File: src/rtl/r2sdf_stage.sv
// Radix-2 single-path delay-feedback DIF butterfly stage with a 2^LOG2_DEPTH delay line,
// an elaboration-time twiddle ROM, forward/inverse twiddles and automatic end-of-stream drain.
module r2sdf_stage #(
    parameter int unsigned IN_W       = 36,
    parameter int unsigned LOG2_DEPTH = 1,
    parameter int unsigned TW_W       = 18
) (
    input  logic                   iClk,
    input  logic                   iRst_n,
    input  logic                   iData_valid,
    input  logic signed [IN_W-1:0] iData_Re,
    input  logic signed [IN_W-1:0] iData_Im,
    input  logic                   iInverse,
    output logic                   oReady,
    output logic                   oData_valid,
    output logic signed [IN_W:0]   oData_Re,
    output logic signed [IN_W:0]   oData_Im
);

    localparam int unsigned OW    = IN_W + 1;
    localparam int unsigned DEPTH = 1 << LOG2_DEPTH;
    localparam int unsigned CW    = (LOG2_DEPTH > 0) ? LOG2_DEPTH : 1;
    localparam int unsigned PW    = OW + TW_W + 1;

    localparam logic [CW-1:0]        J_LAST = CW'(DEPTH - 1);
    localparam logic [CW-1:0]        J_HALF = CW'(DEPTH / 2);
    localparam logic signed [PW-1:0] P_MAX  = PW'({1'b0, {(OW-1){1'b1}}});
    localparam logic signed [PW-1:0] P_MIN  = ~P_MAX;
    localparam logic signed [PW-1:0] P_RND  = PW'(1) << (TW_W - 2);
    localparam real                  P_PI   = 3.14159265358979323846;
    localparam real                  P_SCALE = real'((longint'(1) << (TW_W - 1)) - 1);

    typedef enum logic [1:0] {S_IDLE, S_FILL, S_BFLY, S_DRAIN} state_t;

    state_t                 r_state, w_state_nxt;
    logic [CW-1:0]          r_j, w_j_nxt, w_j_inc;
    logic                   r_pend, w_pend_nxt;
    logic                   r_inv_blk, r_inv_pend;
    logic                   r_ready;
    logic                   r_out_valid;
    logic signed [OW-1:0]   r_out_re, r_out_im;
    logic signed [OW-1:0]   r_buf_re [DEPTH];
    logic signed [OW-1:0]   r_buf_im [DEPTH];

    logic                   w_last;
    logic                   w_buf_we, w_buf_wdiff, w_out_en, w_out_sum;
    logic                   w_inv_latch, w_inv_hand;
    logic signed [OW-1:0]   w_x_re, w_x_im, w_b_re, w_b_im;
    logic signed [OW-1:0]   w_sum_re, w_sum_im, w_dif_re, w_dif_im;
    logic signed [OW-1:0]   w_tw_re, w_tw_im;
    logic signed [TW_W-1:0] w_rom_cos [DEPTH];
    logic signed [TW_W-1:0] w_rom_sin [DEPTH];
    logic signed [TW_W-1:0] w_c, w_s;
    logic signed [PW-1:0]   w_ac, w_bs, w_bc, w_as;
    logic signed [PW-1:0]   w_pr_re, w_pr_im, w_sh_re, w_sh_im;

    // cos/sin of pi*k/DEPTH scaled to TW_W-1 fractional bits, rounded at elaboration
    for (genvar k = 0; k < DEPTH; k++) begin : g_rom
        localparam real ANG = P_PI * real'(k) / real'(DEPTH);
        localparam int  C_I = int'($cos(ANG) * P_SCALE);
        localparam int  S_I = int'($sin(ANG) * P_SCALE);
        assign w_rom_cos[k] = TW_W'(C_I);
        assign w_rom_sin[k] = TW_W'(S_I);
    end

    function automatic logic signed [OW-1:0] f_sat(input logic signed [PW-1:0] v);
        if (v > P_MAX)      return OW'(P_MAX);
        else if (v < P_MIN) return OW'(P_MIN);
        else                return OW'(v);
    endfunction

    assign w_x_re   = {iData_Re[IN_W-1], iData_Re};
    assign w_x_im   = {iData_Im[IN_W-1], iData_Im};
    assign w_b_re   = r_buf_re[r_j];
    assign w_b_im   = r_buf_im[r_j];
    assign w_sum_re = w_b_re + w_x_re;
    assign w_sum_im = w_b_im + w_x_im;
    assign w_dif_re = w_b_re - w_x_re;
    assign w_dif_im = w_b_im - w_x_im;

    assign w_c     = w_rom_cos[r_j];
    assign w_s     = w_rom_sin[r_j];
    assign w_ac    = PW'(w_b_re) * PW'(w_c);
    assign w_bs    = PW'(w_b_im) * PW'(w_s);
    assign w_bc    = PW'(w_b_im) * PW'(w_c);
    assign w_as    = PW'(w_b_re) * PW'(w_s);
    assign w_pr_re = (r_inv_pend ? (w_ac - w_bs) : (w_ac + w_bs)) + P_RND;
    assign w_pr_im = (r_inv_pend ? (w_bc + w_as) : (w_bc - w_as)) + P_RND;
    assign w_sh_re = w_pr_re >>> (TW_W - 1);
    assign w_sh_im = w_pr_im >>> (TW_W - 1);

    // Twiddle of the pending difference at buffer[j]; j=0 and j=DEPTH/2 are exact
    always_comb begin
        w_tw_re = w_b_re;
        w_tw_im = w_b_im;
        if (r_j == '0) begin
            w_tw_re = w_b_re;
            w_tw_im = w_b_im;
        end else if (r_j == J_HALF) begin
            w_tw_re = r_inv_pend ? -w_b_im : w_b_im;
            w_tw_im = r_inv_pend ? w_b_re  : -w_b_re;
        end else begin
            w_tw_re = f_sat(w_sh_re);
            w_tw_im = f_sat(w_sh_im);
        end
    end

    assign w_last  = (r_j == J_LAST);
    assign w_j_inc = w_last ? '0 : r_j + CW'(1);

    // Next-state and datapath control
    always_comb begin
        w_state_nxt = r_state;
        w_j_nxt     = r_j;
        w_pend_nxt  = r_pend;
        w_buf_we    = 1'b0;
        w_buf_wdiff = 1'b0;
        w_out_en    = 1'b0;
        w_out_sum   = 1'b0;
        w_inv_latch = 1'b0;
        w_inv_hand  = 1'b0;
        case (r_state)
            S_IDLE: begin
                if (iData_valid) begin
                    w_buf_we    = 1'b1;
                    w_inv_latch = 1'b1;
                    w_j_nxt     = w_j_inc;
                    w_state_nxt = w_last ? S_BFLY : S_FILL;
                end
            end
            S_FILL: begin
                if (iData_valid) begin
                    w_buf_we    = 1'b1;
                    w_out_en    = r_pend;
                    w_inv_latch = (r_j == '0);
                    w_j_nxt     = w_j_inc;
                    if (w_last) begin
                        w_pend_nxt  = 1'b0;
                        w_state_nxt = S_BFLY;
                    end
                end else if ((r_j == '0) && r_pend) begin
                    w_state_nxt = S_DRAIN;
                end
            end
            S_BFLY: begin
                if (iData_valid) begin
                    w_buf_we    = 1'b1;
                    w_buf_wdiff = 1'b1;
                    w_out_en    = 1'b1;
                    w_out_sum   = 1'b1;
                    w_j_nxt     = w_j_inc;
                    if (w_last) begin
                        w_pend_nxt  = 1'b1;
                        w_inv_hand  = 1'b1;
                        w_state_nxt = S_FILL;
                    end
                end
            end
            S_DRAIN: begin
                w_out_en = 1'b1;
                w_j_nxt  = w_j_inc;
                if (w_last) begin
                    w_pend_nxt  = 1'b0;
                    w_state_nxt = S_IDLE;
                end
            end
            default: w_state_nxt = S_IDLE;
        endcase
    end

    always_ff @(posedge iClk or negedge iRst_n) begin
        if (!iRst_n) begin
            r_state     <= S_IDLE;
            r_j         <= '0;
            r_pend      <= 1'b0;
            r_inv_blk   <= 1'b0;
            r_inv_pend  <= 1'b0;
            r_ready     <= 1'b1;
            r_out_valid <= 1'b0;
            r_out_re    <= '0;
            r_out_im    <= '0;
        end else begin
            r_state     <= w_state_nxt;
            r_j         <= w_j_nxt;
            r_pend      <= w_pend_nxt;
            r_ready     <= (w_state_nxt != S_DRAIN);
            r_out_valid <= w_out_en;
            if (w_inv_latch) r_inv_blk  <= iInverse;
            if (w_inv_hand)  r_inv_pend <= r_inv_blk;
            if (w_out_en) begin
                r_out_re <= w_out_sum ? w_sum_re : w_tw_re;
                r_out_im <= w_out_sum ? w_sum_im : w_tw_im;
            end
        end
    end

    // Delay line storage; contents survive reset
    always_ff @(posedge iClk) begin
        if (w_buf_we) begin
            r_buf_re[r_j] <= w_buf_wdiff ? w_dif_re : w_x_re;
            r_buf_im[r_j] <= w_buf_wdiff ? w_dif_im : w_x_im;
        end
    end

    assign oReady      = r_ready;
    assign oData_valid = r_out_valid;
    assign oData_Re    = r_out_re;
    assign oData_Im    = r_out_im;

endmodule

File: config.mk
export PLATFORM = sky130hd
export DESIGN_NAME = r2sdf_stage
export DESIGN_NICKNAME = d
export VERILOG_FILES = /design/src/rtl/r2sdf_stage.sv
export SDC_FILE = /design/constraint.sdc
export NUM_CORES = 1
export LEC_CHECK = 0
export ABC_AREA = 1
export BUFFER_PORTS_ARGS = -buffer_cell sky130_fd_sc_hd__buf_2
export CAP_MARGIN = 0
export CORE_ASPECT_RATIO = 2
export CORE_UTILIZATION = 40
export CTS_CLUSTER_DIAMETER = 60
export DETAILED_ROUTE_END_ITERATION = 12
export MAX_ROUTING_LAYER = met4
export SLEW_MARGIN = 20
export SYNTH_ARGS = -nofsm -noshare
export SYNTH_HDL_FRONTEND = slang
export SYNTH_SLANG_ARGS = --single-unit
File: constraint.sdc
create_clock -name iClk -period 5.02 [get_ports iClk]
set_clock_uncertainty 0.1 [all_clocks]
set_input_delay 0.502 -clock iClk [delete_from_list [all_inputs] [get_ports iClk]]
set_output_delay 0.502 -clock iClk [all_outputs]
set_load 0.02 [all_outputs]
-- Word-level counts from Yosys, hierarchy flattened
Memories as Yosys holds them, arrays and structs flattened.
Cells that the tools add are included.
- RAM bits: 148
- flip-flop bits (word level): 82
- input bits: 76
- memories: 2
- word-level logic and storage cells: 69
- output and inout port bits: 76
- $add $sub $neg: 7
- multiplexer cells: 37
- equality and inequality tests: 8
- bitwise gates (word level): 1
- reductions and logical operators: 5
- memory list (memory ; words ; width ; read ports ; clocked after memory_dff ; wr ports ; RTL line ; source):
    r_buf_im ; 2 ; 37 ; 1 ; 0 ; 1 ; 43 ; logic signed [OW-1:0] r_buf_im [DEPTH];
    r_buf_re ; 2 ; 37 ; 1 ; 0 ; 1 ; 42 ; logic signed [OW-1:0] r_buf_re [DEPTH];
- operators with widths (operator ; number):
    $mux W37 ; 8
    $add A37 B36 Y37 ; 2
    $neg A37 Y37 ; 2
    $sub A37 B36 Y37 ; 2
    $mux W1 ; 16
    $mux W2 ; 8
    $ne A2 B2 Y1 const B ; 4
    $pmux W2 S4 ; 1
    $pmux W1 S3 ; 2
    $eq A2 B2 Y1 const B ; 2
    $pmux W1 S2 ; 2
    $reduce_and A4 Y1 ; 1
    $reduce_bool A3 Y1 ; 1
    $reduce_or A3 Y1 ; 1
    $eq A2 B1 Y1 const B ; 1
    $logic_not A2 Y1 ; 1
    $ne A2 B1 Y1 const B ; 1
    $add A1 B1 Y1 const B ; 1
    $logic_and A1 B1 Y1 ; 1
    $not A1 Y1 ; 1

-- Depth between registers and ports, before layout
Gate-level depths: netlist (run 1).
- depth in word-level cells: 6
- depth in mapped cells: 22
- mapped depth without buffers: 21

-- Worst setup path after synthesis (run 1)
OpenSTA, ideal clock, no wires.
- path kind: flip-flop to flip-flop
- start point: reg r_j
- end point: mem r_buf_im[1][0] (netlist bit) (enable)
- setup slack: 0.084 ns
- data arrival time: 4.329 ns
- stages on the path, launching flop included: 8
- library setup time: 0.507 ns
- cells stage by stage: dfrtp_1 -> buf_6 -> buf_6 -> buf_6 -> buf_2 -> buf_2 -> nand2_1 -> nor2_1
- RTL lines (item ; RTL line ; source):
    start: declaration ; 36 ; logic [CW-1:0] r_j, w_j_nxt, w_j_inc;
    start signal: assignment ; 184 ; r_j <= w_j_nxt;
    end: declaration ; 43 ;
Straight into the memory's write port.

-- Worst setup path in the final report (run 1)
- start point: reg r_j
- end point: reg r_out_re[27], in the netlist oData_Re[27]
- word-level cells in the longest chain between the ends: 5
- RTL lines (item ; RTL line ; source):
    $mem_v2 Z2 W37 ; - ;
    $neg A37 Y37 ; 100 ; w_tw_re = r_inv_pend ? -w_b_im : w_b_im;
    $mux W37 ; 100 ;
    $mux W37 ; 96 ; if (r_j == '0) begin
    $mux W37 (*) ; 191 ; r_out_re <= w_out_sum ? w_sum_re : w_tw_re;
    end signal: assignment ; 191 ;
    end: declaration ; 41 ; logic signed [OW-1:0] r_out_re, r_out_im;
Every way passes the cells marked *; elsewhere a longest branch is shown, timed or not.
A chain may end at the register's enable or synchronous reset.

==> results of run 1 <==
-- cells by family (layout without fill, tap and decap cells) --
group / after synthesis / in the layout / share of synthesized area
and+or+nand+nor: 1820 / 1820 / 0.3492
xor gates and xnor gates: 48 / 48 / 0.01902
adders and majority gates: 152 / 152 / 0.08738
DFF: 230 / 230 / 0.2939
buffers and inverters: 500 / 637 / 0.09185
AOI/OAI and AO/OA: 643 / 643 / 0.1586
-- timing repair --
| item | 4_1_cts | 5_1_grt |
|---|---|---|
| hold buffers | 1 | 0 |
| resized for setup | 0 | 0 |
| endpoints found under the hold margin | 35 | 0 |
-- metal layers --
metal  global-route usage  up-vias  share of wire
met2               0.6265      862           0.51
met4               0.2675        0          0.088
met5                    -        -              0
met3              0.02360      304          0.042
met1               0.3643    10850           0.36
li1                     -    11430              -
-- state kept, by name (all words and copies together), names as in the netlist --
name         flops
oData_Im        37
oData_Re        37
oData_valid      1
oReady           1
r_buf_im        74
r_buf_re        74
r_inv_blk        1
r_inv_pend       1
r_j              1
r_pend           1
r_state          2
-- cells in the final DEF (no fill, tap or decap), types with 7 or more instances in the layout --
cell type and n:
nand3b_1 14, nor3_1 42, a21o_1 14, buf_4 31, nand3_1 263, a21boi_0 9, nand4_1 34, o21ai_2 11
and2_1 10, or2_2 7, nand2_1 993, o21ai_0 237, xor2_1 48, clkbuf_16 32, dfrtp_1 80, buf_2 150
a21oi_1 242, o21bai_1 13, inv_2 10, nor2_4 12, o22ai_1 15, inv_1 382, nor4_1 11, ha_1 148
o21ai_1 45, o211ai_1 9, nor2_2 24, nand2_2 35, nor2_1 360, a31oi_1 26, edfxtp_1 148
-- stage by stage --
step           worst slack (ps)  instance area (sq um)  cells  power [mW]
5_1_grt                   247.3                  24570   4206       20.16
2_1_floorplan             83.88                  22110   3393       11.86
6_report                  517.4                  24570   4206       18.83
3_3_place_gp              565.3                  23550   4153       16.40
4_1_cts                   530.2                  24570   4206       18.65
3_5_place_dp              537.2                  23550   4153       16.35
-- worst register-to-register path: cells and delay by family (launching register included) --
kind | cells | cell delay (ps)
simple gates | 10 | 1320
compound gates | 3 | 1070
buf+inv | 3 | 960
flops | 1 | 620
fa+ha+maj | 1 | 320
-- cell type report --
type	instances	area share
multi-input cells	2663	0.5537
clock inverters	12	0.005296
clock buffers	40	0.03585
well taps	676	0.03442
inverters	397	0.06080
flip-flops and latches	230	0.2646
repair buffers	188	0.04532
-- how the worst min path moves through the flow --
stage                       startpoint            to  slack (ps)
after floorplan                 iRst_n   oData_Im[0]         110
after global placement    oData_Im[14]  oData_Im[14]         360
after detailed placement  oData_Re[35]  oData_Re[35]         360
after CTS                     iInverse     r_inv_blk          60
after global routing          iInverse     r_inv_blk         110
final                         iInverse     r_inv_blk          80
-- power by group --
part | leakage (nW) | internal (mW) | switching [mW] | total (mW)
Combinational | 8.96 | 3.63 | 9.71 | 13.3
Clock | 0.501 | 1.30 | 0.949 | 2.24
Sequential | 2.36 | 2.86 | 0.388 | 3.25
Total | 11.8 | 7.79 | 11.0 | 18.8
==> results.txt, run 1 <==
* Result of the run: complete, no violations
- Sequential cell area in the final layout: approximately 0.0065 sq mm
- Number of hold violations in the final report: 0
- Top Family by Delay on Critical Path: simple AND/OR/NAND/NOR gates
- By count the netlist is led by nand2_1, inv_1, nor2_1.
* Total number of yosys warnings: 0
- DRC: 0
* Post-synth EDFFs: roughly 150
* Longest Clk Path Bufs: 3
- In this run the worst setup path begins at r_j.
* Flip-flop and latch count after synthesis: 230
- The signal on the critical path passes through inv_2, buf_4, nand2_1, nand2_2, ha_1, inv_1, nand2_1, o21ai_0, a21oi_1, o21ai_0, nand3_1, nand3_1, nand2_1, nand3_1, nand2_1, nand2_1, nand2_1.
* Maximum achievable frequency: 0.2221 GHz
- Setup total negative slack on the finished layout was measured at 0 ps.
* Clock tree from TritonCTS: done
- Following the worst setup path forward leads to its endpoint at oData_Re[27].
- After the last flow step, the layout net total stands at 3,736.
- Leakage power: 11.82 nW
- Once layout is complete, the utilization of the core stands at 0.4508.
- Weighted congestion at the end of routability-driven global placement: 1.035
* Diodes inserted: 0
- Num Clock Sinks: 230
- Instance count of the mapped netlist: 3,393
* Crit share post-route: 0.8969
- Of all cell types, the one taking the most synthesized area is edfxtp_1.
- Post-CTS timing repair inserted 0 buffers for setup.
* CP max FO: 23
- Inserted Clock Buffers: 28
- The floorplan step set the die height to 334.5 microns.
* Dominant cell by count in the synthesized netlist: nand2_1
* DIE AREA: approximately 0.056 sq mm
- Fill cells in the final layout number roughly 6,000.
- Worst min path class: input pin to register
- Final max-slew violation count: 0
- Via-per-instance ratio: ~5.6
- Logic depth of the worst path, buffers included: 17
- Final Routed Wirelength: around 97,000 microns
* Global Route Usage Sum: 0.3534
- Via count: roughly 23,000
* Mapped Avg Cell Area: 6.516 sq um
* Power per cell area: 766.4 mW/mm^2
* Relative max-transition margin: 0.4037
- In this run the number of H-tree levels came out at 1.
- For the pin with the worst max-slew slack, the measured transition is 894.5 ps.
* I/O pins: 152
- Clock tree synthesis selected as its root buffer the cell clkbuf_16.
- On the critical path, the stage with the largest delay is an instance of dfrtp_4.
- Clock-pin slew was measured on the worst setup and hold paths at 60 ps.
* Cell count of the worst reg-to-reg path: 17
- The startpoint identified for the worst register-to-register timing path is r_j.
- The first detailed-routing pass ran for 6 iterations.
* Setup repair after global routing missed its margin: no
- Starting density of the core: 0.4056
- Across the run, the number of max-cap violations was 0.
- Floorplan die width: 168.2 microns
- Sorting the synthesized cells by area gives the leading types as edfxtp_1, nand2_1, dfrtp_1.
- The initialized floorplan defines 121 standard-cell rows.
- Syn nets: 3,621
* Pin count of the biggest net entering global routing: 131
- The worst-case IR drop observed on VDD is 329.3 uV.
- End of the worst register-to-register path: oData_Re[27]
* Average wire length per cell after detail routing: about 23 microns
- Setup violations remaining at the end of the flow were counted as 0.
- The worst path needs approximately 4500 ps of the cycle, external delays included.
- The number of antenna violations at the first check in global routing was 0.
- For flop-to-flop paths, the worst setup slack is 520 ps.
- For this run, the slowest stage of the critical path takes 620 ps.
* CP Data Required Time: 5400 ps
- Critical path arrival: 4890 ps
- Post-synthesis instance area: 0.02211 sq mm
- Share of the synthesized area in the top cell type: 0.2010
* First-pass GRT wire length: between 100,000 and 150,000 microns
- In this run, the number of DRC markers left after iteration 0 of detailed routing was about 2,000.
* Async S/R FF share, synth: 0.3565
- The most numerous cell type found on the critical path is nand2_1.
- The count of nets left with antenna violations once routing finished came out at 0.
- The worst hold path was traced through 3 stages.
- Fraction of final layout cells with drive strength greater than 1: 0.09887
* Via count of the first global-routing pass: 23,700
* Startpoint type of the worst setup path: register
- Summed over all layers, the global routing overflow is 0.
- The number of buffers and inverters on the critical path is 3.
- Summed over all nets, the half-perimeter wirelength after detailed placement is 78,690 microns.
* Input/output buffers: approximately 150
* Insertion delay of the later-clocked pin in the worst-skew pair: 600 ps
- Predominant post-synthesis flop cell: edfxtp_1
- Area of combinational cells with multiple inputs: 0.01361 sq mm
* Post-synthesis to final-layout area growth: 11.14%
* Sequential cell area fraction in the yosys report: 0.2939
* Core Area: 0.05450 sq mm
- Synth unique cells: 56
- Worst hold slack: ~83 ps
- The worst setup path is captured at a register.
- The critical path in this run is classified as register to register.
Power figures use the tool's default switching activity.
==> run 2, diff against run 1 <==
Settings changed: PLACE_DENSITY set to 0.61.
Clock period 5.02 ns to 3.61 ns, I/O delays scaled along.
==> run 2 against run 1 <==
First-iteration DRC count decreased by 9.4%. Maximum frequency increased by 27%. Combinational power increased by 62%. Setup slack got worse by 450 ps. Die area unchanged. Sequential share of layout area decreased by 2.5 points. Utilization increased by 4.6 points. Register-to-register slack got worse by 450 ps. Routed wire length increased by 0.89%. Sequential power increased by 38%. Critical path depth increased by 2.
==> results.txt, run 2 (synthesized netlist as in run 1, its figures left out) <==
* Result of the run: complete, no violations
- Clock network power share: 0.098 (-0.021)
* Inserted Clock Buffers: 27 (-3.6%)
- I/O pins: 152 (unchanged)
- The critical path is of the register to register type.
* Logic gate share of total power: 0.747 (+0.039)
- The number of antenna violations at the first check in global routing came to 0 (unchanged).
- The number of core rows was 121 (unchanged).
* Floorplan die width: 168.2 microns (unchanged)
- The number of endpoints failing setup at the final stage was 0 (unchanged).
- Pin count of the biggest net entering global routing: 68 (-48%)
- The number of port buffers was 151 (unchanged).
* DIE AREA: 0.05627 sq mm (unchanged)
- The proportion of layout cells with a drive suffix above 1 is 0.1880 (+0.08916).
* Commonest non-fill, non-tap cell in the layout: nand2_1
- Fillers: 5,725 (-3.4%)
* Cell count of the worst reg-to-reg path: 19 (+2)
- The tightest min-delay check is of the input pin to register type.
* CP max stage cell: dfrtp_4
- The final net count was 4,015 (+7.5%).
* Via count of the first global-routing pass: 24,500 (+3.3%)
- Top library cells by usage in the layout, fill and taps aside: nand2_1, inv_1, nor2_1
* Via-per-instance ratio: 5.457 (-2.1%)
* Average wire length per cell after detail routing: 21.84 microns (-5.4%)
* Maximum achievable frequency: 0.2824 GHz (+27%)
- CTS placed an instance of clkbuf_16 at the clock tree root.
- Via count: 24,470 (+4.4%)
- Least-Margin Pin Slew: 961.6 ps (+67.11 ps)
- The final core utilization is 0.4973 (+0.04646).
* Longest Clk Path Bufs: 3 (unchanged)
* Overflow left after global routing: 0 (unchanged)
- The area growth from synthesis to layout is 22.59%.
- Weighted congestion at the end of routability-driven global placement: 1.068 (+3.2%)
- The violation count after the first detailed-routing iteration was 1,810 (-9.4%).
- The maximum fanout encountered on the critical timing path came to 43 (+87%).
- In this design, the critical path's most frequently occurring cell is nand2_1.
- Maximum vdd ir drop: 531.4 uV (+61%)
- The sequential group share of total power came to 0.155 (-0.018).
- The wire length of the first global-routing pass was 143,600 microns (+1.1%).
- Number of iterations in the first detailed-routing pass: 5 (-1)
- The post-CTS setup buffer count came to 0 (unchanged).
* Clock tree from TritonCTS: done
- The worst register-to-register path begins at r_j.
- The antenna diode count is 0 (unchanged).
* Insertion delay of the later-clocked pin in the worst-skew pair: 600 ps (about the same)
- STA classifies the critical path endpoint as a register.
* Total number of H-tree levels: 1 (unchanged)
- Final Routed Wirelength: 97,920 microns (+0.89%)
* Post-DP HPWL: 80,880 microns (+2.8%)
- Summed negative setup slack over all endpoints: 0 ps (unchanged)
- The startpoint identified for the worst hold timing path is iData_Im[27].
- Global Route Usage Sum: 0.3558 (+0.002379)
- The required time of the critical path is 3990 ps (-1410 ps).
* Final max-slew violation count: 0 (unchanged)
- The count of max-cap constraint violations was 0 (unchanged).
* Number of hold violations in the final report: 0 (unchanged)
- Internal: 12.96 mW (+66%)
- The worst max-slew margin expressed relative to the limit came to 0.3589 (-0.04474).
* DRT antenna net count: 0 (unchanged)
- Die span in y: 334.5 microns (unchanged)
* Clock-pin slew of the registers on the worst-case setup and hold paths: 70 ps (about the same)
* Switch share: 0.5523 (-0.03401)
- DRC: 0 (unchanged)
- The core footprint was 0.05450 sq mm (unchanged).
- The path with the worst hold slack has its endpoint at r_buf_im[1][27].
- Cells along the critical path: buf_12, buf_16, nand2_1, nand2_1, ha_1, buf_4, nor2_1, nand2_1, nor2_2, nand3_1, nand3_1, buf_4, nand2_1, nand2_1, nand2_1, nand3_1, nand2_1, nand2_1, nand2_1
- The endpoint identified for the worst register-to-register timing path is oData_Im[35].
* Setup repair after global routing missed its margin: yes
- The worst hold-check slack was 42.49 ps (-40.66 ps).
- The clock period minus worst slack is 3542 ps (-961.0 ps).
- The leakage power figure came to 13.19 nW (+12%).
- Power per cell area: 1068 mW/mm^2 (+39%)
* Critical path origin: r_j
- The internal reg-to-reg setup slack came to 70 ps (-450 ps).
- Cells on Worst Hold Path: 3 (unchanged)
- The data arrival time at the worst-slack endpoint was 3920 ps (-970 ps).
- The largest registers in the layout are r_buf_im: 74 flops, r_buf_re: 74 flops.
- Delay of the slowest cell on the worst path: 530 ps (-90 ps)
- STA classifies the critical path startpoint as a register.
- The post-route clock period utilization came to 0.9811 (+0.08413).
- Num Clock Sinks: 230 (unchanged)
* Starting density of the core: 0.4056 (unchanged)
* Net Sw Power: 15.99 mW (+45%)
-- run 2: metrics by stage --
stage / instance area, sq um / setup slack [ps] / power (mW) / cells
final: 27100 / 68.35 / 28.94 / 4484
after global routing: 27100 / -9.043 / 30.92 / 4484
after CTS: 26740 / 5.442 / 28.20 / 4484
after detailed placement: 25790 / -116.1 / 25.26 / 4432
after global placement: 25790 / -160.6 / 25.18 / 4432
after floorplan: 22120 / 179.2 / 16.47 / 3393
-- run 2: timing repair --
| item | in CTS | in global routing |
|---|---|---|
| pin swaps | 2 | 8 |
| resized for setup | 13 | 124 |
| hold endpoints to repair | 48 | 0 |
| setup endpoints to repair | 16 | 73 |
| hold buffers | 2 | 0 |
-- run 2: worst max path at each step --
| stage | slack [ps] | endpoint | cells past startpoint |
|---|---|---|---|
| floorplan | 180 | r_buf_im[0][0] | 5 |
| global placement | -160 | r_buf_re[0][34] | 13 |
| detailed placement | -120 | r_buf_re[0][34] | 13 |
| CTS | 5 | r_buf_im[1][34] | 15 |
| global route | -9 | r_buf_im[1][36] | 15 |
| finish | 70 | oData_Im[35] | 19 |
-- run 2: final cells by class --
cell class / count / area, sq um / area share
well taps: 676 / 845.8 / 0.03121
inverters: 397 / 1494 / 0.05512
clock inverters: 14 / 143.9 / 0.005309
multi-input cells: 2663 / 13980 / 0.5159
repair buffers: 468 / 3387 / 0.1250
flip-flops and latches: 230 / 6501 / 0.2399
clock buffers: 36 / 749.5 / 0.02765
-- run 2: power groups by stage --
| stage | clock [mW] | combinational, mW | sequential, mW |
|---|---|---|---|
| floorplan | 0 | 11.6 | 4.89 |
| global placement | 0 | 20.7 | 4.52 |
| detailed placement | 0 | 20.7 | 4.53 |
| CTS | 2.87 | 20.8 | 4.49 |
| global route | 2.94 | 23.4 | 4.57 |
| finish | 2.83 | 21.6 | 4.50 |
-- run 2: worst max-delay path: cells and delay by family (launching register included) --
family	cells	cell delay [ps]
flip-flops	1	530
AND/OR/NAND/NOR	14	1690
buffers and inverters	4	720
adder cells (fa/ha/maj)	1	340
-- run 2: routing by layer --
layer	GRT usage	vias to the layer above	wire [microns]
li1	-	11970	-
met1	0.3723	11270	35760
met2	0.6241	906	49300
met3	0.02337	319	4369
met4	0.2700	0	8493
met5	-	-	0
==> run 3, diff against run 2 <==
Settings changed: HOLD_SLACK_MARGIN set to 0.12.
==> run 3 against run 2 <==
Highest routed layer unchanged. Flip-flop and latch count stayed put. Maximum frequency is 0.51% lower. Register-to-register slack worse by 20 ps. Utilization is 0.70 points higher. Critical path type unchanged. Largest power group unchanged.
==> results.txt, run 3 (synthesized netlist as in run 1, its figures left out) <==
- The number of standard cells in the layout, taps in and fillers out was 4,522 (+0.85%).
- Core Area: 0.05450 sq mm (unchanged)
* Insertion delay of the later-clocked pin in the worst-skew pair: 600 ps (about the same)
- The minimum setup slack in the final design was 50.16 ps (-18.18 ps).
- The number of core rows came to 121 (unchanged).
* Longest Clk Path Bufs: 3 (unchanged)
* Relative max-transition margin: 0.3471 (-0.01186)
- Average wire length per cell after detail routing: 21.70 microns (-0.61%)
- Floorplan die width: 168.2 microns (unchanged)
- The net switching power is 16.01 mW (+0.15%).
* Number of nets in the layout: 4,053 (+0.95%)
- Global Route Usage Sum: 0.3564 (+0.0005990)
- Diodes inserted: 0 (unchanged)
- Switch share: 0.5522 (about the same)
- Input/output buffers: 151 (unchanged)
- Via-per-instance ratio: 5.431 (-0.46%)
* Overall power after layout: 29.00 mW (+0.18%)
- Leaving out fill and tap cells, the most frequent cells in the layout are nand2_1, inv_1, nor2_1.
* Critical path arrival: 3940 ps (+20 ps)
* Postcts setup bufs: 0 (unchanged)
- The total wire length was 98,150 microns (+0.23%).
- The final global-route overflow total was 0 (unchanged).
- Setup-violating endpoint count in the final report: 0 (unchanged)
- The post-route standard cell area excluding fillers came to 0.02748 sq mm (+1.4%).
- The vertical die dimension was 334.5 microns (unchanged).
- The share of power burned in the clock network came to 0.098 (about the same).
- The first-pass iteration count of the detailed router was 5 (unchanged).
- The proportion of layout cells with a drive suffix above 1 came to 0.1862 (-0.001858).
- Summed negative setup slack over all endpoints: 0 ps (unchanged)
- Starting density of the core: 0.4056 (unchanged)
- The remaining design rule violation count was 0 (unchanged).
- Post-synthesis to final-layout area growth: 24.31%
- Power per cell area: 1055 mW/mm^2 (-1.2%)
* Via count: 24,560 (+0.38%)
* Critical path class: register to register
* Logic gate share of total power: 0.747 (about the same)
- Clock-pin slew of the registers on the worst-case setup and hold paths: 70 ps (about the same)
- TritonCTS built the clock tree.
* Initial antenna violation count: 0 (unchanged)
- The final RePlAce weighted congestion was 1.068 (unchanged).
- Post-DP HPWL: 80,880 microns (unchanged)
* I/O pins: 152 (unchanged)
- The maximum fanout encountered on the critical timing path came to 28 (-35%).
* Crit share post-route: 0.9861 (+0.005037)
- The violation count after the first detailed-routing iteration came to 1,788 (-1.2%).
* DRT antenna net count: 0 (unchanged)
- The setup slack at placement was -116.1 ps (unchanged).
- Least-Margin Pin Slew: 979.4 ps (+17.79 ps)
* Result of the run: complete, no violations
- Final max-slew violation count: 0 (unchanged)
- The required time of the critical path was 3990 ps (about the same).
- Post-placement cell count: 4,432 (unchanged)
- CTS root buf: clkbuf_16
* First-pass GRT wire length: 144,000 microns (+0.24%)
* DIE AREA: 0.05627 sq mm (unchanged)
- Max-Cap Viols: 0 (unchanged)
* Internal: 12.98 mW (+0.21%)
* Num Clock Sinks: 230 (unchanged)
- The number of levels in the clock H-tree is 1 (unchanged).
- The number of global-route vias before repair is 24,640 (+0.58%).
* Fin crit period: 3560 ps (+18.18 ps)
* Maximum vdd ir drop: 531.6 uV (about the same)
- The number of buffers created by CTS was 27 (unchanged).
- Largest registers: r_buf_im: 74 flops, r_buf_re: 74 flops
* Commonest non-fill, non-tap cell in the layout: nand2_1
- The path class of the tightest hold or removal check is input pin to register.
* Maximum achievable frequency: 0.2809 GHz (-0.51%)
* Capturing element type of the critical path: register
- The area after detailed placement was 0.02579 sq mm (unchanged).
* Leakage power: 13.35 nW (+1.2%)
* Number of hold violations in the final report: 0 (unchanged)
- Sequential power share: 0.155 (about the same)
* Pin count of the biggest net entering global routing: 68 (unchanged)
* Setup repair after global routing missed its margin: yes
* Startpoint type of the worst setup path: register
run 3: stage by stage:
stage | utilization | hold WS (ps)
6_report | 0.5043 | 142.9
5_1_grt | 0.5043 | 152.7
4_1_cts | 0.4976 | 127.3
3_5_place_dp | 0.4733 | 360.0
3_3_place_gp | 0.4733 | 357.1
2_1_floorplan | - | -34.59
run 3: critical path: stages, from the launching register on:
cell,delay (ps)
dfrtp_4,530
inv_2,100
buf_12,130
buf_16,190
nand2_1,110
nand2_1,110
ha_1,280
buf_4,170
nor2_1,130
nand2_1,200
nor2_2,310
nand3_1,220
nand3_1,140
buf_4,170
nand2_1,90
nand2_1,80
nand2_1,40
nand3_1,110
nand2_1,70
nand2_1,50
nand2_1,60
run 3: power groups by stage:
stage	clock, mW	sequential [mW]	combinational (mW)
after floorplan	0	4.89	11.6
after global placement	0	4.52	20.7
after detailed placement	0	4.53	20.7
after CTS	2.87	4.49	20.9
after global routing	2.94	4.57	23.4
final	2.83	4.50	21.7
run 3: worst paths after layout:
kind                               from              end  slack (ps)  depth (start not counted)
setup / recovery                    r_j     oData_Im[35]          50                         20
hold / removal             iData_Re[35]  r_buf_re[0][36]         140                          3
setup reg to reg                    r_j     oData_Im[35]          50                         20
hold reg to reg            oData_Re[33]     oData_Re[33]         370                          2
max in group asynchronous        iRst_n     oData_Re[33]        2310                          3
min in group asynchronous        iRst_n      oData_Im[3]         340                          2
run 3: layout make-up:
type | instances | area, sq um
sequential | 230 | 6501
clock inverter | 14 | 143.9
tap | 676 | 845.8
clock buffer | 36 | 749.5
multi-input combinational | 2663 | 13980
timing repair buffer | 506 | 3767
fill | 5698 | 27020
inverter | 397 | 1494
run 3: layer usage:
metal	part of all wire	wire length, microns	GRT usage	up-vias
met1	0.37	36090	0.3730	11310
met2	0.50	49380	0.6253	880
met4	0.087	8540	0.2716	0
met3	0.042	4137	0.02231	319
met5	0	0	-	-
li1	-	-	-	12050
run 3: what timing repair did:
action / in CTS / in global routing
gates resized for setup: 13 / 124
pin swaps: 2 / 8
hold buffers: 40 / 0
endpoints found under the hold margin: 124 / 0
endpoints found under the setup margin: 16 / 73
